**src/rtl/common_def.sv**
```systemverilog
// Shared definitions for the memory bus sequencer and its requesters.
package common_def;

   // Sequencer states: one state per bus phase, plus the terminal halt state.
   typedef enum logic [2:0] {
      IDLE,
      FETCH,
      LOAD,
      ST_ADDR,
      ST_DATA,
      HALT
   } mem_seq_state_e;

   // Bus direction encoding on mem_read_write.
   localparam logic MEM_RD = 1'b1;
   localparam logic MEM_WR = 1'b0;

   // Bit of the store data word that carries the STOREU flag.
   localparam int STORE_UPPER_BIT = 6;

   // HALT opcode; the commit stage raises halt_req when it retires this opcode.
   localparam logic [3:0] OP_HALT = 4'hF;

   // One-hot grant vector layout shared by the arbiter and the sequencer.
   localparam int GNT_W     = 4;
   localparam int GNT_ST    = 0;
   localparam int GNT_LD    = 1;
   localparam int GNT_FETCH = 2;
   localparam int GNT_HALT  = 3;

endpackage

```
**src/rtl/bus_fair_arbiter.sv**
```systemverilog
// Fixed-priority bus arbiter with a starvation guard that forces a fetch grant
// after MAX_DATA_BURST consecutive data grants while fetch is waiting.
module bus_fair_arbiter
   import common_def::*;
#(
   parameter int MAX_DATA_BURST = 4
) (
   input  logic             clk,
   input  logic             rst,
   input  logic             arb_en,
   input  logic             fetch_req,
   input  logic             ld_req,
   input  logic             st_req,
   input  logic             halt_req,
   output logic [GNT_W-1:0] gnt
);

   localparam logic [3:0] STREAK_MAX = 4'(MAX_DATA_BURST);

   logic [3:0] streak;

   // Pick exactly one winner: starved fetch first, then st > ld > fetch > halt.
   // NOTE: every output of an always_comb gets a default on entry so that no
   // path leaves it unassigned; otherwise synthesis infers a latch.
   always_comb begin
      gnt = '0;
      if (arb_en) begin
         if (fetch_req && streak == STREAK_MAX) gnt[GNT_FETCH] = 1'b1;
         else if (st_req)                       gnt[GNT_ST]    = 1'b1;
         else if (ld_req)                       gnt[GNT_LD]    = 1'b1;
         else if (fetch_req)                    gnt[GNT_FETCH] = 1'b1;
         else if (halt_req)                     gnt[GNT_HALT]  = 1'b1;
      end
   end

   // Count data grants won while fetch waits; saturate, clear when fetch is served or idle.
   // NOTE: clocked state uses non-blocking assignments so every flop samples the
   // pre-edge values; blocking here would create order-dependent simulation.
   always_ff @(posedge clk) begin
      if (rst) begin
         streak <= '0;
      end else if (!fetch_req || gnt[GNT_FETCH]) begin
         streak <= '0;
      end else if ((gnt[GNT_LD] || gnt[GNT_ST]) && streak != STREAK_MAX) begin
         streak <= streak + 4'd1;
      end
   end

endmodule

```
**src/rtl/mem_bus_sequencer.sv**
```systemverilog
// Sequencer for the shared memory bus: arbitrates fetch, load, store and halt,
// drives registered bus phases and returns read data one cycle after the bus.
module mem_bus_sequencer
   import common_def::*;
#(
   parameter int ADDR_W         = 10,
   parameter int INSTR_W        = 12,
   parameter int ST_DATA_W      = 6,
   parameter int MAX_DATA_BURST = 4
) (
   input  logic                 clk,
   input  logic                 rst,
   input  logic                 fetch_req,
   input  logic [ADDR_W-1:0]    fetch_addr,
   output logic                 fetch_gnt,
   output logic                 fetch_valid,
   output logic [INSTR_W-1:0]   fetch_data,
   input  logic                 ld_req,
   input  logic [ADDR_W-1:0]    ld_addr,
   output logic                 ld_gnt,
   output logic                 ld_valid,
   output logic [INSTR_W-1:0]   ld_data,
   input  logic                 st_req,
   input  logic [ADDR_W-1:0]    st_addr,
   input  logic [ST_DATA_W-1:0] st_data,
   input  logic                 st_upper,
   output logic                 st_gnt,
   output logic                 st_done,
   input  logic                 halt_req,
   output logic                 halted,
   input  logic [INSTR_W-1:0]   mem_result,
   output logic [ADDR_W-1:0]    mem_bus_out,
   output logic                 mem_read_write,
   output logic                 write_commit
);

   mem_seq_state_e       state, state_next;
   logic                 arb_en;
   logic [GNT_W-1:0]     gnt;
   logic [ADDR_W-1:0]    cap_addr, cap_addr_next;
   logic [ST_DATA_W-1:0] cap_st_data, cap_st_data_next;
   logic                 cap_upper, cap_upper_next;
   logic [ADDR_W-1:0]    bus_next;
   logic                 rw_next, wc_next;

   // Store data phase word: payload in the low bits, STOREU flag at its bit, rest zero.
   function automatic logic [ADDR_W-1:0] store_word(input logic [ST_DATA_W-1:0] data,
                                                    input logic                 upper);
      logic [ADDR_W-1:0] word;
      word                  = '0;
      word[ST_DATA_W-1:0]   = data;
      word[STORE_UPPER_BIT] = upper;
      return word;
   endfunction

   // Grants are only offered in states that end a bus phase, and never during reset.
   assign arb_en = !rst && (state inside {IDLE, FETCH, LOAD, ST_DATA});

   bus_fair_arbiter #(
      .MAX_DATA_BURST(MAX_DATA_BURST)
   ) u_arbiter (
      .clk      (clk),
      .rst      (rst),
      .arb_en   (arb_en),
      .fetch_req(fetch_req),
      .ld_req   (ld_req),
      .st_req   (st_req),
      .halt_req (halt_req),
      .gnt      (gnt)
   );

   assign fetch_gnt = gnt[GNT_FETCH];
   assign ld_gnt    = gnt[GNT_LD];
   assign st_gnt    = gnt[GNT_ST];

   // Next state, winner capture, and the bus pattern for the state being entered.
   always_comb begin
      state_next       = state;
      cap_addr_next    = cap_addr;
      cap_st_data_next = cap_st_data;
      cap_upper_next   = cap_upper;
      case (state)
         ST_ADDR: state_next = ST_DATA;
         HALT:    state_next = HALT;
         default: begin
            state_next = IDLE;
            if (gnt[GNT_ST]) begin
               state_next       = ST_ADDR;
               cap_addr_next    = st_addr;
               cap_st_data_next = st_data;
               cap_upper_next   = st_upper;
            end else if (gnt[GNT_LD]) begin
               state_next    = LOAD;
               cap_addr_next = ld_addr;
            end else if (gnt[GNT_FETCH]) begin
               state_next    = FETCH;
               cap_addr_next = fetch_addr;
            end else if (gnt[GNT_HALT]) begin
               state_next = HALT;
            end
         end
      endcase

      bus_next = '0;
      rw_next  = MEM_RD;
      wc_next  = 1'b0;
      case (state_next)
         FETCH, LOAD: bus_next = cap_addr_next;
         ST_ADDR: begin
            bus_next = cap_addr_next;
            rw_next  = MEM_WR;
         end
         ST_DATA: begin
            bus_next = store_word(cap_st_data_next, cap_upper_next);
            rw_next  = MEM_WR;
            wc_next  = 1'b1;
         end
         HALT:    wc_next = 1'b1;
         default: ;
      endcase
   end

   // State, captured request fields and registered bus outputs.
   always_ff @(posedge clk) begin
      if (rst) begin
         state          <= IDLE;
         cap_addr       <= '0;
         cap_st_data    <= '0;
         cap_upper      <= 1'b0;
         mem_bus_out    <= '0;
         mem_read_write <= MEM_RD;
         write_commit   <= 1'b0;
         halted         <= 1'b0;
      end else begin
         state          <= state_next;
         cap_addr       <= cap_addr_next;
         cap_st_data    <= cap_st_data_next;
         cap_upper      <= cap_upper_next;
         mem_bus_out    <= bus_next;
         mem_read_write <= rw_next;
         write_commit   <= wc_next;
         halted         <= (state_next == HALT);
      end
   end

   // Read data returns and completion pulses, one cycle after the bus phase.
   always_ff @(posedge clk) begin
      if (rst) begin
         fetch_valid <= 1'b0;
         fetch_data  <= '0;
         ld_valid    <= 1'b0;
         ld_data     <= '0;
         st_done     <= 1'b0;
      end else begin
         fetch_valid <= (state == FETCH);
         ld_valid    <= (state == LOAD);
         st_done     <= (state == ST_DATA);
         if (state == FETCH) fetch_data <= mem_result;
         if (state == LOAD)  ld_data    <= mem_result;
      end
   end

endmodule

```
**config.mk**
```make
export PLATFORM = sky130hd
export DESIGN_NAME = mem_bus_sequencer
export DESIGN_NICKNAME = d
export VERILOG_FILES = /design/src/rtl/common_def.sv /design/src/rtl/bus_fair_arbiter.sv /design/src/rtl/mem_bus_sequencer.sv
export SDC_FILE = /design/constraint.sdc
export NUM_CORES = 1
export LEC_CHECK = 0
export CAP_MARGIN = 0
export CORE_MARGIN = 2
export CORE_UTILIZATION = 47
export DETAILED_ROUTE_END_ITERATION = 8
export PLACE_DENSITY = 0.84
export SLEW_MARGIN = 40
export SYNTH_ARGS = -nofsm -noshare
export SYNTH_HDL_FRONTEND = slang
export SYNTH_HIERARCHICAL = 1
export SYNTH_SLANG_ARGS = --single-unit
```
**constraint.sdc**
```tcl
create_clock -name clk -period 6.4 [get_ports clk]
set_input_delay 0.64 -clock clk [delete_from_list [all_inputs] [get_ports clk]]
set_output_delay 0.64 -clock clk [all_outputs]
set_load 0.02 [all_outputs]
```
==> results.json <==
{
  "p_leak_uw": 0.00143,
  "mostFrequentLayoutCells": "clkdlybuf4s50_1 (96), dfxtp_1 (61), nand2_1 (55)",
  "ant_nets": 0,
  "r2r_slack_ps": 3590,
  "pwr-share-clk_pct": 43.5,
  "rr_worst_depth": 9,
  "synth_nets": 359,
  "netlist_area_mm2": 0.00260,
  "place_hpwl_um": 4580,
  "clk_pin_slew_ps": 70,
  "cts_tree": "done",
  "setup_viol": 0,
  "cts_setup_buffers": 0,
  "area_growth_pct": 48.0,
  "post_drt_wl_per_cell_um": 14.3,
  "io_pins": 98,
  "avgSynthCellArea_um2": 8.61,
  "cts_buffer_depth": 2,
  "dpl-instance-area_mm2": 0.00358,
  "hold_viol": 0,
  "track_usage_pct": 22.8,
  "place_ws_ps": 2930,
  "nets": 450,
  "grt_max_degree": 54,
  "post-place-cells": 454,
  "cp-start-kind": "register",
  "die_area_mm2": 0.00614,
  "ys.warnings.count": 6,
  "row_count": 27,
  "ys_seq_area_share_pct": 47.0,
  "drc": 0,
  "min_path_cells": 2,
  "worstSetupPathType": "register to output port",
  "finalCriticalPeriod_ps": 3610,
  "initial_core_util_pct": 47.8,
  "switching_share_pct": 24.0,
  "syn_inst": 302,
  "wl_um": 6720,
  "cts_root_buf": "clkbuf_8",
  "rsz0062_at_grt": "false",
  "slew_headroom_pct": 56.4,
  "switching_power_uw": 247,
  "synth_edf_count": 0,
  "final_common_cell": "clkdlybuf4s50_1",
  "slew_viol_final": 0,
  "fin_cells": 470,
  "portBuffers": 97,
  "cts-buffers-inserted": 9,
  "cts_resized": 0,
  "fin_hold_ws_ps": 453,
  "worstSkewPairLatency_ps": 340,
  "grt_pass1_wl_um": 11000,
  "worst-path-max-fanout": 11,
  "comb_power_share_pct": 16.0,
  "fin_crit_sh_pct": 56.4,
  "crit_arrival_ps": 2970,
  "grt_overflow_total": 0,
  "via_per_inst": 5.17,
  "crit_path_end_kind": "output port",
  "die_h_um": 78.4,
  "maxCapViolations": 0,
  "p_per_area_mw_per_mm2": 268,
  "max_freq_mhz": 277,
  "ys.flop_type": "dfxtp_1",
  "drt-initial-drc-count": 168,
  "diodes": 0,
  "antenna_found_initial": 0,
  "die_w_um": 78.4,
  "numClockSinks": 61,
  "finalSetupTns_ps": 0,
  "first_pass_iters": 4,
  "first_global_vias": 2355,
  "gp_congestion": 0.833,
  "critPathRequiredTime_ps": 5760,
  "vias": 2429,
  "stdcell_area_mm2": 0.00385,
  "async_flop_share_pct": 0,
  "yosysUniqueCellTypes": 43,
  "ys_ff_latch": 61,
  "ir_drop_mv": 0.162,
  "core-area_mm2": 0.00544,
  "p_int_uw": 783,
  "fin_skew_ps": 7.65,
  "fin_ws_ps": 2790,
  "status": "finished clean",
  "seq_power_share_pct": 40.4,
  "tightest_slew_ps": 654,
  "final_layout_size_suffix_gt1_share_pct": 6.78,
  "cts_hold_buffers": 0,
  "htree_levels": 3,
  "holdCritPathClass": "register to register"
}
-- stage by stage --
step	power, uW	util [%]
after floorplan	510	-
after global placement	585	65.8
after detailed placement	588	65.9
after CTS	1040	70.7
after global routing	1070	70.7
final	1030	70.7
-- path summary, 6_finish.rpt --
kind                      startpoint                 endpoint
min          ld_data[1]$_SDFFE_PP0P_  ld_data[1]$_SDFFE_PP0P_
min reg2reg  ld_data[1]$_SDFFE_PP0P_  ld_data[1]$_SDFFE_PP0P_
max              state[0]$_SDFF_PP0_                fetch_gnt
max reg2reg      state[0]$_SDFF_PP0_   cap_addr[1]$_SDFF_PP0_
-- cell type report --
class | count | area [um2]
clock buffer | 9 | 124
clock inverter | 7 | 138
tap | 72 | 90.1
sequential | 61 | 1220
multi-input combinational | 214 | 1260
fill | 427 | 1590
timing repair buffer | 100 | 991
inverter | 7 | 26.3
-- critical path, cell delays in order (launching register included) --
cell	delay (ps)
dfxtp_1	410
maj3_1	390
nor2_1	430
and3_1	680
clkdlybuf4s50_1	720
-- synth_stat cells, types with 2 or more instances --
library cell | count | area, um2
a211oi_1 | 6 | 45.0
a21oi_1 | 32 | 160
a22o_1 | 7 | 61.3
a31oi_1 | 2 | 12.5
buf_2 | 6 | 30.0
buf_6 | 2 | 22.5
clkbuf_1 | 11 | 41.3
dfxtp_1 | 61 | 1220
ha_1 | 2 | 25.0
inv_1 | 7 | 26.3
mux2i_1 | 14 | 140
nand2_1 | 55 | 206
nand2b_1 | 6 | 37.5
nand3_1 | 2 | 10.0
nand4b_1 | 3 | 26.3
nor2_1 | 32 | 120
nor2b_1 | 8 | 50.1
nor3_1 | 8 | 40.0
nor3b_1 | 10 | 75.1
o211a_1 | 3 | 30.0
o22ai_1 | 3 | 18.8
-- cells by family after synthesis --
kind of cell	share of synthesized area, %
adders and majority gates	1.35
AOI/OAI and AO/OA	14.7
and+or+nand+nor	26.2
xor gates and xnor gates	0.626
buffers and inverters	4.76
DFF	47.0
muxes	5.39
-- flip-flops by register name, indices dropped and copies added (netlist names) --
register,count
fetch_data,12
ld_data,12
mem_bus_out,10
cap_addr,7
cap_st_data,6
u_arbiter/streak,4
state,3
cap_upper,1
fetch_valid,1
halted,1
ld_valid,1
mem_read_write,1
st_done,1
write_commit,1
-- metal layers --
| layer | global-route usage [%] | part of all wire [%] | vias to the layer above |
|---|---|---|---|
| met5 | 0 | 0 | - |
| li1 | - | - | 1212 |
| met2 | 36.6 | 48 | 92 |
| met3 | 8.62 | 8.0 | 8 |
| met4 | 9.47 | 1.7 | 0 |
| met1 | 27.3 | 42 | 1117 |
-- power by group through the flow --
stage                     registers (uW)  clock network [uW]  logic, uW
after detailed placement             424                   0        164
after global routing                 419                 472        179
after floorplan                      437                   0       73.5
after CTS                            416                 455        166
final                                416                 448        165
after global placement               423                   0        162
Note: power is estimated with default switching activity, not from simulation.
